==> src/rtl/comm_pkg.sv <==
// comm_pkg: definitions shared by the PC<->DRAM UART transmit and receive paths.
package comm_pkg;

  // Phases of a DRAM-to-PC transfer. The serializer walks START/DATA/STOP;
  // the transmitter top uses IDLE/FETCH/DONE and holds START while a frame is on the wire.
  typedef enum logic [2:0] {
    TX_IDLE,
    TX_FETCH,
    TX_START,
    TX_DATA,
    TX_STOP,
    TX_DONE
  } tx_state_t;

  // 8N1 frame layout and line levels.
  localparam int   UART_DATA_BITS   = 8;
  localparam logic UART_START_LEVEL = 1'b0;
  localparam logic UART_STOP_LEVEL  = 1'b1;
  localparam logic UART_IDLE_LEVEL  = 1'b1;

  // Default baud divider for the divided system clock.
  localparam int DEFAULT_CLKS_PER_BIT = 434;

  // Width of a counter that runs 0..n-1, never narrower than one bit.
  function automatic int counter_width(input int n);
    return (n > 1) ? $clog2(n) : 1;
  endfunction

endpackage

==> src/rtl/uart_tx_serializer.sv <==
// uart_tx_serializer: sends one 8N1 byte, LSB first, on a load pulse and
// pulses done during the final cycle of the stop bit.
module uart_tx_serializer
  import comm_pkg::*;
#(
  parameter int CLKS_PER_BIT = DEFAULT_CLKS_PER_BIT
) (
  input  logic                      clock,
  input  logic                      rst,
  input  logic                      load,
  input  logic [UART_DATA_BITS-1:0] byte_in,
  output logic                      tx,
  output logic                      done
);

  localparam int                BAUD_W    = counter_width(CLKS_PER_BIT);
  localparam logic [BAUD_W-1:0] BAUD_LAST = BAUD_W'(CLKS_PER_BIT - 1);
  localparam logic [2:0]        BIT_LAST  = 3'(UART_DATA_BITS - 1);

  tx_state_t                 state_q, state_d;
  logic [BAUD_W-1:0]         baud_q, baud_d;
  logic [2:0]                bit_q, bit_d;
  logic [UART_DATA_BITS-1:0] shift_q, shift_d;
  logic                      baud_end;

  assign baud_end = (baud_q == BAUD_LAST);

  // State register: reset drops any partial frame and parks the line idle.
  always_ff @(posedge clock) begin
    if (rst) begin
      state_q <= TX_IDLE;
      baud_q  <= '0;
      bit_q   <= '0;
      shift_q <= '0;
    end else begin
      state_q <= state_d;
      baud_q  <= baud_d;
      bit_q   <= bit_d;
      shift_q <= shift_d;
    end
  end

  // Next state: each line level lasts CLKS_PER_BIT cycles, data shifts right after every bit.
  always_comb begin
    state_d = state_q;
    baud_d  = baud_q;
    bit_d   = bit_q;
    shift_d = shift_q;
    case (state_q)
      TX_IDLE: begin
        if (load) begin
          state_d = TX_START;
          shift_d = byte_in;
          baud_d  = '0;
          bit_d   = '0;
        end
      end
      TX_START: begin
        if (baud_end) begin
          state_d = TX_DATA;
          baud_d  = '0;
          bit_d   = '0;
        end else begin
          baud_d = baud_q + 1'b1;
        end
      end
      TX_DATA: begin
        if (baud_end) begin
          baud_d  = '0;
          shift_d = shift_q >> 1;
          if (bit_q == BIT_LAST) begin
            state_d = TX_STOP;
          end else begin
            bit_d = bit_q + 1'b1;
          end
        end else begin
          baud_d = baud_q + 1'b1;
        end
      end
      TX_STOP: begin
        if (baud_end) begin
          state_d = TX_IDLE;
          baud_d  = '0;
        end else begin
          baud_d = baud_q + 1'b1;
        end
      end
      default: begin
        state_d = TX_IDLE;
        baud_d  = '0;
        bit_d   = '0;
      end
    endcase
  end

  // Outputs: line level per phase, done on the last stop-bit cycle.
  always_comb begin
    tx   = UART_IDLE_LEVEL;
    done = 1'b0;
    case (state_q)
      TX_START: tx = UART_START_LEVEL;
      TX_DATA:  tx = shift_q[0];
      TX_STOP: begin
        tx   = UART_STOP_LEVEL;
        done = baud_end;
      end
      default:  tx = UART_IDLE_LEVEL;
    endcase
  end

endmodule

==> src/rtl/dram_uart_transmitter.sv <==
// dram_uart_transmitter: streams BYTE_COUNT bytes from DRAM, starting at
// START_ADDR, to the PC over an 8N1 UART line and flags completion.
module dram_uart_transmitter
  import comm_pkg::*;
#(
  parameter int          CLKS_PER_BIT = DEFAULT_CLKS_PER_BIT,
  parameter int          READ_LATENCY = 2,
  parameter logic [15:0] START_ADDR   = 16'h0000,
  parameter logic [15:0] BYTE_COUNT   = 16'd9
) (
  input  logic        clock,
  input  logic        rst,
  input  logic        begin_transmit,
  input  logic [7:0]  mem_data,
  output logic [15:0] mem_addr,
  output logic        mem_rd,
  output logic        data_to_pc,
  output logic        busy,
  output logic        end_transmitting
);

  localparam int                 FETCH_W    = counter_width(READ_LATENCY);
  localparam logic [FETCH_W-1:0] FETCH_LAST = FETCH_W'(READ_LATENCY - 1);
  localparam logic [15:0]        LAST_INDEX = BYTE_COUNT - 16'd1;

  // TX_START here means "a frame is on the wire"; the serializer owns START/DATA/STOP.
  tx_state_t          state_q, state_d;
  logic [15:0]        addr_q, addr_d;
  logic [15:0]        index_q, index_d;
  logic [FETCH_W-1:0] fetch_q, fetch_d;
  logic               ser_load;
  logic               ser_done;

  assign mem_addr = addr_q;

  // State register with synchronous reset back to an idle, unstarted transfer.
  always_ff @(posedge clock) begin
    if (rst) begin
      state_q <= TX_IDLE;
      addr_q  <= START_ADDR;
      index_q <= '0;
      fetch_q <= '0;
    end else begin
      state_q <= state_d;
      addr_q  <= addr_d;
      index_q <= index_d;
      fetch_q <= fetch_d;
    end
  end

  // Next state: fetch each byte, hand it to the serializer, then advance or finish.
  always_comb begin
    state_d = state_q;
    addr_d  = addr_q;
    index_d = index_q;
    fetch_d = fetch_q;
    case (state_q)
      TX_IDLE: begin
        if (begin_transmit) begin
          state_d = TX_FETCH;
          addr_d  = START_ADDR;
          index_d = '0;
          fetch_d = '0;
        end
      end
      TX_FETCH: begin
        if (fetch_q == FETCH_LAST) begin
          state_d = TX_START;
          fetch_d = '0;
        end else begin
          fetch_d = fetch_q + 1'b1;
        end
      end
      TX_START: begin
        if (ser_done) begin
          if (index_q == LAST_INDEX) begin
            state_d = begin_transmit ? TX_DONE : TX_IDLE;
          end else begin
            state_d = TX_FETCH;
            index_d = index_q + 16'd1;
            addr_d  = addr_q + 16'd1;
            fetch_d = '0;
          end
        end
      end
      TX_DONE: begin
        if (!begin_transmit) begin
          state_d = TX_IDLE;
        end
      end
      default: state_d = TX_IDLE;
    endcase
  end

  // Outputs: status flags from the state, and the serializer load on the last fetch cycle.
  always_comb begin
    mem_rd           = (state_q == TX_FETCH);
    busy             = (state_q == TX_FETCH) || (state_q == TX_START);
    end_transmitting = (state_q == TX_DONE);
    ser_load         = (state_q == TX_FETCH) && (fetch_q == FETCH_LAST);
  end

  uart_tx_serializer #(
    .CLKS_PER_BIT(CLKS_PER_BIT)
  ) u_serializer (
    .clock  (clock),
    .rst    (rst),
    .load   (ser_load),
    .byte_in(mem_data),
    .tx     (data_to_pc),
    .done   (ser_done)
  );

endmodule

==> config.mk <==
export PLATFORM = sky130hd
export DESIGN_NAME = dram_uart_transmitter
export DESIGN_NICKNAME = d
export VERILOG_FILES = /design/src/rtl/comm_pkg.sv /design/src/rtl/uart_tx_serializer.sv /design/src/rtl/dram_uart_transmitter.sv
export SDC_FILE = /design/constraint.sdc
export NUM_CORES = 1
export LEC_CHECK = 0
export ABC_CLOCK_PERIOD_IN_PS = 4700
export CAP_MARGIN = 20
export CORE_MARGIN = 2
export CORE_UTILIZATION = 40
export CTS_BUF_LIST = sky130_fd_sc_hd__clkbuf_16
export DETAILED_ROUTE_END_ITERATION = 10
export PLACE_DENSITY_LB_ADDON = 0.2
export SYNTH_ARGS = -nofsm -noshare
export SYNTH_HDL_FRONTEND = slang
export SYNTH_SLANG_ARGS = --single-unit
export TNS_END_PERCENT = 1
==> constraint.sdc <==
create_clock -name clock -period 4.7 [get_ports clock]
set_input_delay 0.47 -clock clock [delete_from_list [all_inputs] [get_ports clock]]
set_output_delay 0.47 -clock clock [all_outputs]
set_load 0.05 [all_outputs]
==> report_table.html <==
<table>
<tr><th>Metric</th><th>Value</th></tr>
<tr><th colspan="2">Power and ir drop</th></tr>
<tr><td>VDD IR max</td><td>231 µV</td></tr>
<tr><td>Leakage Power</td><td>1.27 nW</td></tr>
<tr><td>Power density normalized to cell area</td><td>between 300 and 400 nW/µm²</td></tr>
<tr><td>Tot Pwr</td><td>0.00127 W</td></tr>
<tr><th colspan="2">Worst setup path</th></tr>
<tr><td>Critical path required time</td><td>roughly 5000 ps</td></tr>
<tr><td>Largest driver fanout on the critical path</td><td>22</td></tr>
<tr><td>Endpoint class of the critical path</td><td>flop</td></tr>
<tr><td>Critical path's top delay family</td><td>simple AND/OR/NAND/NOR gates</td></tr>
<tr><td>Worst path cell trace</td><td>inv_2 -&gt; nor3_2 -&gt; a41oi_2 -&gt; buf_4 -&gt; or3_1 -&gt; a21oi_1</td></tr>
<tr><td>Slowest stage delay, CP</td><td>just over 700 ps</td></tr>
<tr><td>Critical path startpoint category</td><td>flop</td></tr>
<tr><td>WP data arrival</td><td>~3200 ps</td></tr>
<tr><td>Kind of critical path</td><td>reg -&gt; reg</td></tr>
<tr><td>Count of buffer and inverter cells on the critical path</td><td>2</td></tr>
<tr><td>Critical-path cell with the highest stage delay</td><td>sky130_fd_sc_hd__a41oi_2</td></tr>
<tr><th colspan="2">Drt</th></tr>
<tr><td>Residual DRC</td><td>0</td></tr>
<tr><td>Routed via count</td><td>2949</td></tr>
<tr><td>Post-detailed-routing wire length</td><td>7470 µm</td></tr>
<tr><td>Max Used Layer</td><td>met4</td></tr>
<tr><td>Routed WL per cell</td><td>between 10 and 15 µm</td></tr>
<tr><td>Routed metal-1 wirelength</td><td>3510 µm</td></tr>
<tr><td>Number of optimization iterations in the first detailed-route pass</td><td>4</td></tr>
<tr><td>Drt via density</td><td>5.73</td></tr>
<tr><td>Number of violations reported at the end of detailed-routing iteration 0</td><td>132</td></tr>
<tr><td>WL met2</td><td>3620 µm</td></tr>
<tr><td>Final ANT Viol Nets</td><td>0</td></tr>
<tr><td>Routed length on met3</td><td>approximately 260 µm</td></tr>
<tr><th colspan="2">Clocking</th></tr>
<tr><td>Clock sinks</td><td>59</td></tr>
<tr><td>Max Root-Sink Buffers</td><td>2</td></tr>
<tr><td>Setup repair bufs after CTS</td><td>0</td></tr>
<tr><td>Number of gates given a new drive strength after cts</td><td>0</td></tr>
<tr><td>Clock root buffer</td><td>sky130_fd_sc_hd__clkbuf_16</td></tr>
<tr><td>Clock latency on the worst-skew pair</td><td>320 ps</td></tr>
<tr><td>Clock H-tree levels</td><td>3</td></tr>
<tr><td>Post-cts hold buffer count</td><td>0</td></tr>
<tr><td>Number of clock buffers inserted by TritonCTS</td><td>9</td></tr>
<tr><td>Clk pin slew, worst setup/hold paths</td><td>50 ps</td></tr>
<tr><td>CTS tree</td><td>built</td></tr>
<tr><th colspan="2">Synthesis</th></tr>
<tr><td>Main flop type after synthesis</td><td>sky130_fd_sc_hd__dfxtp_1</td></tr>
<tr><td>Post-synthesis sequential element count</td><td>between 50 and 60</td></tr>
<tr><td>Number of cells produced by synthesis</td><td>392</td></tr>
<tr><td>Number of enable flip-flop cells after synthesis</td><td>0</td></tr>
<tr><td>Post-synthesis cell type count</td><td>61</td></tr>
<tr><td>Syn nets</td><td>410</td></tr>
<tr><td>Proportion of netlist area held by the largest area contributor</td><td>a little under two fifths</td></tr>
<tr><td>Post-Syn Area</td><td>3210 µm²</td></tr>
<tr><td>Register area share after synthesis</td><td>36.8%</td></tr>
<tr><td>Share of flip-flops with an asynchronous set or reset after synthesis</td><td>0%</td></tr>
<tr><td>Dominant cells by area after synthesis</td><td>sky130_fd_sc_hd__dfxtp_1, sky130_fd_sc_hd__a21oi_1, sky130_fd_sc_hd__nor2_1</td></tr>
<tr><td>Synth warn</td><td>0</td></tr>
<tr><td>Synthesized area per cell</td><td>8.19 µm²</td></tr>
<tr><td>Biggest area consumer among synthesized cells</td><td>sky130_fd_sc_hd__dfxtp_1</td></tr>
<tr><th colspan="2">STA</th></tr>
<tr><td>Max Clk Rate</td><td>0.339 GHz</td></tr>
<tr><td>Clock period minus worst slack</td><td>2950 ps</td></tr>
<tr><td>RSZ-0062 raised after global routing</td><td>false</td></tr>
<tr><td>Maximum clock skew at final layout</td><td>4.89 ps</td></tr>
<tr><td>Post-Route Hold Slack</td><td>463 ps</td></tr>
<tr><td>Slew margin rel.</td><td>31.7%</td></tr>
<tr><td>Tightest Pin Transition</td><td>1020 ps</td></tr>
<tr><td>Minimum setup slack in the final design</td><td>1750 ps</td></tr>
<tr><td>Final-layout setup total negative slack</td><td>0 ps</td></tr>
<tr><td>Number of setup violations in the final report</td><td>0</td></tr>
<tr><td>Endpoints failing hold</td><td>0</td></tr>
<tr><td>Final period util</td><td>between 60% and 70%</td></tr>
<tr><td>Final number of max-transition violations</td><td>0</td></tr>
<tr><th colspan="2">Place</th></tr>
<tr><td>Quantity of I/O buffers inserted on ports</td><td>30</td></tr>
<tr><td>Placed wire-length estimate after detailed placement</td><td>5070 µm</td></tr>
<tr><td>Pre-CTS setup slack</td><td>1780 ps</td></tr>
<tr><td>Global placement routability congestion</td><td>0.790</td></tr>
<tr><th colspan="2">Outcome</th></tr>
<tr><td>Status</td><td>finished, final reports clean</td></tr>
<tr><th colspan="2">Die</th></tr>
<tr><td>Die W</td><td>93.6 µm</td></tr>
<tr><td>Core Region</td><td>about 7800 µm²</td></tr>
<tr><td>Placement row count</td><td>32</td></tr>
<tr><td>Top-level port count</td><td>31</td></tr>
<tr><td>Initial standard-cell utilization of the core</td><td>41.3%</td></tr>
<tr><td>Die height</td><td>93.6 µm</td></tr>
<tr><td>Full die area</td><td>roughly 9000 µm²</td></tr>
<tr><th colspan="2">Flow run</th></tr>
<tr><td>Count of max-cap constraint violations</td><td>0</td></tr>
<tr><th colspan="2">Global route</th></tr>
<tr><td>Maximum number of pins on one net before global-route repair</td><td>29</td></tr>
<tr><td>First-pass GRT wire length</td><td>12600 µm</td></tr>
<tr><td>Aggregate global routing overflow</td><td>0</td></tr>
<tr><td>Number of antenna violations at the first check in global routing</td><td>0</td></tr>
<tr><td>Number of global-route vias before repair</td><td>around 2800</td></tr>
<tr><td>Global-route usage over all layers</td><td>17.9%</td></tr>
<tr><th colspan="2">Finish</th></tr>
<tr><td>Inserted Diodes</td><td>0</td></tr>
<tr><td>Fraction of final layout cells sized beyond drive strength 1</td><td>around 7.0%</td></tr>
<tr><td>Final core occ</td><td>48.8%</td></tr>
<tr><td>Area Overhead vs Synth</td><td>18.1%</td></tr>
<tr><td>Final net count</td><td>between 400 and 500</td></tr>
<tr><th colspan="2">Min path</th></tr>
<tr><td>Path class of the lowest-slack min-delay path</td><td>reg -&gt; reg</td></tr>
</table>
[metrics by stage]
step                      area [µm²]  instances
after floorplan                 3210        392
after global placement          3490        499
after detailed placement        3490        499
after CTS                       3760        514
after global routing            3790        515
final                           3790        515
[logic make-up after synthesis]
| family | after synthesis | share of synthesized area [%] |
|---|---|---|
| AND/OR/NAND/NOR | 181 | 31.5 |
| AO/OA/AOI/OAI | 99 | 20.0 |
| flip-flops | 59 | 36.8 |
| buffers and inverters | 36 | 6.20 |
| XOR/XNOR | 9 | 2.46 |
| adder cells (fa/ha/maj) | 7 | 2.73 |
| multiplexers | 1 | 0.312 |
[synthesized netlist by cell type (9+ instances only)]
cell and instances:
sky130_fd_sc_hd__nand2_1 34, sky130_fd_sc_hd__nand3_1 20, sky130_fd_sc_hd__nand4_1 15, sky130_fd_sc_hd__clkbuf_1 10, sky130_fd_sc_hd__dfxtp_1 59, sky130_fd_sc_hd__nor2_1 36, sky130_fd_sc_hd__or3_1 17, sky130_fd_sc_hd__and3_1 9
sky130_fd_sc_hd__o21ai_1 11, sky130_fd_sc_hd__a21oi_1 39, sky130_fd_sc_hd__nor3_1 14, sky130_fd_sc_hd__o21ai_0 13
[tightest hold or removal path: stages (launching register included)]
cell and delay [ps]:
sky130_fd_sc_hd__dfxtp_1 310, sky130_fd_sc_hd__nand2_1 60, sky130_fd_sc_hd__a21oi_1 50
[metal layers]
| layer | track usage, % | up-vias |
|---|---|---|
| met5 | 0 | - |
| met4 | 6.16 | 0 |
| met3 | 4.83 | 7 |
| met2 | 30.8 | 47 |
| met1 | 21.6 | 1399 |
| li1 | - | 1496 |
[power by group]
part	internal, W	leakage [nW]	switching, W	total, W
clock	0.000398	0.143	0.000213	0.000611
combinational	0.0000493	0.652	0.0000829	0.000132
sequential	0.000512	0.476	0.0000191	0.000531
total	0.000959	1.27	0.000315	0.00127
[final timing paths]
path                                      start                                  to  slack [ps]  cells after the start
max                     state_q[1]$_SDFFE_PP0P_            index_q[10]$_SDFFE_PP0P_        1750                      6
min          u_serializer.bit_q[2]$_SDFFE_PP0P_  u_serializer.bit_q[2]$_SDFFE_PP0P_         460                      2
max reg2reg             state_q[1]$_SDFFE_PP0P_            index_q[10]$_SDFFE_PP0P_        1750                      6
min reg2reg  u_serializer.bit_q[2]$_SDFFE_PP0P_  u_serializer.bit_q[2]$_SDFFE_PP0P_         460                      2
[registers in the layout, indices dropped and copies added (netlist names)]
signal                count
u_serializer.bit_q        3
u_serializer.baud_q       9
index_q                  16
fetch_q                   1
u_serializer.shift_q      8
mem_addr                 16
u_serializer.state_q      3
state_q                   3
[area by class of cell]
cell class,count,area [µm²]
multi-input cells,297,1830
well taps,102,128
clock buffers,9,225
fillers,784,3980
flip-flops and latches,59,1180
inverters,9,33.8
repair buffers,33,343
clock inverters,6,50.0
[layout by cell type (no fill, tap or decap), types with 2 or more instances in the layout]
cell type and n:
sky130_fd_sc_hd__clkinv_1 2, sky130_fd_sc_hd__nor4_1 5, sky130_fd_sc_hd__dfxtp_1 59, sky130_fd_sc_hd__a311oi_1 6, sky130_fd_sc_hd__clkbuf_16 9, sky130_fd_sc_hd__and4_1 3
sky130_fd_sc_hd__inv_1 10, sky130_fd_sc_hd__a211oi_1 6, sky130_fd_sc_hd__buf_4 2, sky130_fd_sc_hd__a311oi_2 2, sky130_fd_sc_hd__clkdlybuf4s50_1 30, sky130_fd_sc_hd__and4bb_2 2
sky130_fd_sc_hd__o31ai_1 2, sky130_fd_sc_hd__ha_1 7, sky130_fd_sc_hd__nand2b_1 3, sky130_fd_sc_hd__nand4bb_1 2, sky130_fd_sc_hd__nand3b_1 3, sky130_fd_sc_hd__a41oi_1 4
sky130_fd_sc_hd__xor2_1 8, sky130_fd_sc_hd__nor4_2 2, sky130_fd_sc_hd__nand2_1 34, sky130_fd_sc_hd__and3_1 9, sky130_fd_sc_hd__or4_1 2, sky130_fd_sc_hd__nor2_1 36
sky130_fd_sc_hd__nor3_1 14, sky130_fd_sc_hd__nand3_1 20, sky130_fd_sc_hd__a2111oi_0 2, sky130_fd_sc_hd__nand4_1 15, sky130_fd_sc_hd__a21oi_1 39, sky130_fd_sc_hd__or3_1 17
sky130_fd_sc_hd__o21ai_1 11, sky130_fd_sc_hd__o21ai_0 13, sky130_fd_sc_hd__o21a_1 3, sky130_fd_sc_hd__a31oi_1 2
(Power assumes the default switching activity.)
==> variant 1: new RTL, same flow settings <==
Re-encode `tx_state_t` (6 states) as one-hot, 6 bits wide.
--- a/src/rtl/comm_pkg.sv
+++ b/src/rtl/comm_pkg.sv
@@ -5,9 +5,9 @@
   // the transmitter top uses IDLE/FETCH/DONE and holds START while a frame is on the wire.
-  typedef enum logic [2:0] {
-    TX_IDLE,
-    TX_FETCH,
-    TX_START,
-    TX_DATA,
-    TX_STOP,
-    TX_DONE
+  typedef enum logic [5:0] {
+    TX_IDLE  = 6'b000001,
+    TX_FETCH = 6'b000010,
+    TX_START = 6'b000100,
+    TX_DATA  = 6'b001000,
+    TX_STOP  = 6'b010000,
+    TX_DONE  = 6'b100000
   } tx_state_t;
Check against the original RTL: same outputs for any inputs over 10 cycles, from zero or initial values and one cycle with rst high; not proved beyond that.
==> variant 1 against the original RTL <==
  * Clock power rose by 12%
  * Via count fell by 6.2%
  * Final area fell by 0.56%
  * Synthesized area fell by 3.9%
  * Non-clock buffer count did not move
  * Die area fell by 3.7%
  * Sequential cell count rose by 2
  * Clock skew rose by 0.0047 ns
  * Sequential power rose by 2%
  * Combinational power fell by 13%
  * Wire length fell by 5.5%
  * Power rose by 5.1%
  * Setup slack improved by 0.099 ns
  * Largest cell class unchanged
  * Largest power group unchanged
==> variant 1: results (changes against the original RTL) <==
| Metric | Value |
|---|---|
| DP HPWL | 4700 µm (-7.3%) |
| Sequential power | 542 µW (+2%) |
| Sequential area share after synthesis | 0.396 (+0.0277) |
| Clock skew | 0.00962 ns (+0.00473 ns) |
| CP max FO | 9 (-59%) |
| Lkg Pwr | 1.28 nW (+0.82%) |
| Routability cong. | 0.779 (-1.3%) |
| Met3 WL post-DR | 238 µm (-9.2%) |
| Reg2reg start | u_serializer.state_q[4] |
| Vias in the first global route | 2,597 (-6.0%) |
| Mux contribution to synthesized area | 0.0292 (+0.0261) |
| Commonest cells post-synth | dfxtp_1 (61), nand2_1 (44), nor2_1 (30) |
| Worst reg2reg setup slack | 1.91 ns (+0.16 ns) |
| GRT Total Usage | 0.178 (-0.00156) |
| Reg-to-Reg End | mem_addr[4] |
| Post-synth net total | 381 (-7.1%) |
| Unique masters post-synth | 58 (-4.9%) |
| XOR/XNOR Fraction of Synth Area | 0.0284 (+0.00382) |
| Worst slew margin | 0.352 (+0.0354) |
| Met3 Use GR | 0.0444 (-0.00398) |
| Status | complete, no violations |
| DP Cell Count | 481 (-3.6%) |
| Pin count of the biggest net entering global routing | 26 (-10%) |
| Filler instances | 747 (-4.7%) |
| Cell internal pwr | 1.03 mW (+7.4%) |
| WL met1 | 3600 µm (+2.6%) |
| Seq/total area | 0.324 (+0.0124) |
| Critical Path AT | 2.38 ns (-0.82 ns) |
| Via count | 2,766 (-6.2%) |
| Critical path origin | state_q[5] |
| Buffering overhead | 0.0876 (-0.00281) |
| Fin nets | 409 (-4.2%) |
| Max VDD drop | 168 µV (-27%) |
| Finished Layout Cells | 498 (-3.3%) |
| Met2 WL | 3160 µm (-13%) |
| Post-Place Cell Area | 3450 µm² (-1.1%) |
| Grt met2 use | 0.278 (-0.0300) |
| Setup WS pre-CTS | 1.60 ns (-0.175 ns) |
| Iter 0 DRT Violations | 242 (+83%) |
| Post-synthesis compound-gate area fraction | 0.222 (+0.0218) |
| Layout cells sized above 1 | 0.0758 (+0.00554) |
| Avg Inst Size Synth | 8.50 µm² (+3.8%) |
| Synthesis-to-finish area growth | 22.1% |
| R2r worst-path depth | 5 (-1) |
| Multi-input gate area | 1750 µm² (-4.6%) |
==> variant 1: how the worst max path moves through the flow <==
stage                        to  slack, ns
floorplan            state_q[0]       1.87
global placement    index_q[10]       1.68
detailed placement  index_q[10]       1.60
CTS                 index_q[10]       1.73
global route         index_q[6]       1.69
finish                     busy       1.85
==> variant 1: metrics by stage <==
step           power (mW)  hold slack, ns
3_5_place_dp        0.663           0.458
6_report             1.34           0.458
4_1_cts              1.35           0.467
5_1_grt              1.39           0.498
2_1_floorplan       0.629           0.436
3_3_place_gp        0.661           0.445
==> variant 1: cells by family (layout without fill, tap and decap cells) <==
kind of cell    count (synthesis)  in the layout
compound gates                101            101
xor+xnor                       10             10
fa+ha+maj                       7              7
buf+inv                        26             59
flops                          61             61
mux                             9              9
simple gates                  149            149
==> variant 1: worst max-delay path, stage by stage, from the launching register on <==
cell and delay (ns):
dfxtp_1 0.34, or4b_1 0.73, nand2_1 0.18, clkdlybuf4s50_1 0.82
==> variant 2: new RTL, same settings <==
Made on the original files. Set the parameter `READ_LATENCY` to 4 (it was 2).
--- a/src/rtl/dram_uart_transmitter.sv
+++ b/src/rtl/dram_uart_transmitter.sv
@@ -6,3 +6,3 @@
   parameter int          CLKS_PER_BIT = DEFAULT_CLKS_PER_BIT,
-  parameter int          READ_LATENCY = 2,
+  parameter int          READ_LATENCY = 4,
   parameter logic [15:0] START_ADDR   = 16'h0000,
Formal check against the unedited RTL: not equivalent (Yosys sat finds a counterexample within 4 cycles, from zero or initial values and one cycle with rst high).
==> variant 2 against the original RTL <==
  * Synthesized area decreased by 2.6%
  * Highest routed layer unchanged
  * Core utilization increased by 1.1 points
  * Power increased by 4.3%
  * Synthesized cell count decreased by 0.26%
  * Global-route usage increased by 0.35 points
  * Wire length decreased by 3.9%
  * Cell count increased by 1.7%
  * Sequential cell count increased by 1
  * Combinational power decreased by 23%
  * Final area increased by 0.59%
  * Setup slack improved by 0.27 ns
==> variant 2: results (changes against the original RTL) <==
| Metric | Value |
|---|---|
| Iter 0 DRT Violations | 223 (+69%) |
| Pin count of the biggest net entering global routing | 29 (unchanged) |
| Unique masters post-synth | 55 (-9.8%) |
| Fin nets | 436 (+2.1%) |
| Status | complete, no violations |
| Top sig layer | met4 |
| Synth top area cells | dfxtp_1 (38%), nor2_1 (5.8%), a21oi_1 (4.5%), nand2_1 (4.2%), nand4_1 (3.4%) |
| Reg clk slew, reported paths | 0.05 ns (about the same) |
| Lkg Pwr | 1.30 nW (+2.6%) |
| CP max FO | 9 (-59%) |
| Reg2reg start | u_serializer.state_q[0] |
| Psw | 312 µW (-1.2%) |
| Met2 WL | 3360 µm (-7.1%) |
| DP Cell Count | 507 (+1.6%) |
| WL met1 | 3410 µm (-2.9%) |
| Post-synth net total | 410 (unchanged) |
| Worst path slowest cell | clkdlybuf4s50_1 |
| Root buf cell | clkbuf_16 |
| Routed wire length | 7180 µm (-3.9%) |
| Routed len/inst | 13.7 µm (-5.5%) |
| First-pass GRT wire length | 12,500 µm (-0.71%) |
| Filler instances | 748 (-4.6%) |
| Initial antenna violation count | 0 (unchanged) |
| Sequential area share after synthesis | 0.384 (+0.0163) |
| DP HPWL | 4940 µm (-2.6%) |
| # Post-CTS Setup Buffers | 0 (unchanged) |
| Max VDD drop | 220 µV (-4.7%) |
| Worst slew margin | 0.490 (+0.173) |
| Via count | 2,923 (-0.88%) |
| H-tree levels | 3 (unchanged) |
| CTS Buf Count | 9 (unchanged) |
| Clk buf depth | 2 (unchanged) |
| Critical Path Max Stage Delay | 0.80 ns (+0.09 ns) |
| Critical path origin | state_q[2] |
| Worst hold path startpoint | u_serializer.bit_q[2] |
| Vias in the first global route | 2,683 (-2.9%) |
| Post-Place Cell Area | 3490 µm² (about the same) |
| I/O Buffers | 30 (unchanged) |
| Setup WS pre-CTS | 2.17 ns (+0.390 ns) |
| Commonest cells post-synth | dfxtp_1 (60), nor2_1 (48), nand2_1 (35) |
| Critical Path AT | 2.21 ns (-0.99 ns) |
| Met3 WL post-DR | 298 µm (+14%) |
| Layout cells sized above 1 | 0.0687 (-0.00150) |
| N_diodes | 0 (unchanged) |
| Routability cong. | 0.748 (-5.2%) |
| Avg Inst Size Synth | 8.00 µm² (-2.4%) |
| GRT Total Usage | 0.183 (+0.00350) |
| Clock skew | 0.00586 ns (+0.000972 ns) |
[variant 2: worst max-delay path, delay by kind of cell, from the launching register on]
kind	cells	cell delay (ns)
buffers and inverters	1	0.80
AND/OR/NAND/NOR	2	0.70
flip-flops	1	0.38
[variant 2: per-stage QoR]
| stage | utilization | hold WS, ns |
|---|---|---|
| floorplan | - | 0.436 |
| CTS | 0.498 | 0.463 |
| global route | 0.499 | 0.483 |
| finish | 0.499 | 0.459 |
| detailed placement | 0.456 | 0.456 |
| global placement | 0.456 | 0.443 |
[variant 2: path summary, 6_finish.rpt]
kind / endpoint / slack (ns) / cells after the start
setup / recovery: busy / 2.02 / 3
hold / removal: u_serializer.bit_q[2] / 0.46 / 2
setup reg to reg: index_q[3] / 2.22 / 5
hold reg to reg: u_serializer.bit_q[2] / 0.46 / 2
[variant 2: power by group through the flow]
stage | Combinational [mW] | Clock, mW | Sequential (mW)
floorplan | 0.0704 | 0 | 0.538
global placement | 0.100 | 0 | 0.541
detailed placement | 0.102 | 0 | 0.541
CTS | 0.102 | 0.713 | 0.530
global route | 0.113 | 0.739 | 0.532
finish | 0.101 | 0.698 | 0.530
[variant 2: metal layers]
| metal | up-vias | global-route usage |
|---|---|---|
| met3 | 11 | 0.0586 |
| met1 | 1354 | 0.226 |
| met5 | - | 0 |
| met2 | 57 | 0.297 |
| met4 | 0 | 0.0684 |
| li1 | 1501 | - |
[variant 2: layout make-up]
cell class / count / area, µm² / share of cell area
Clock inverter: 7 / 91.3 / 0.0240
Sequential cell: 60 / 1200 / 0.315
Multi-Input combinational cell: 300 / 1790 / 0.469
Inverter: 11 / 41.3 / 0.0108
Tap cell: 102 / 128 / 0.0335
Clock buffer: 9 / 225 / 0.0591
Timing Repair Buffer: 35 / 338 / 0.0886
[variant 2: logic make-up after synthesis]
| group | Yosys count | share of synthesized area |
|---|---|---|
| buffers and inverters | 31 | 0.0436 |
| XOR/XNOR | 9 | 0.0252 |
| flip-flops | 60 | 0.384 |
| AND/OR/NAND/NOR | 176 | 0.297 |
| adder cells (fa/ha/maj) | 8 | 0.0320 |
| AO/OA/AOI/OAI | 105 | 0.211 |
| multiplexers | 2 | 0.00680 |
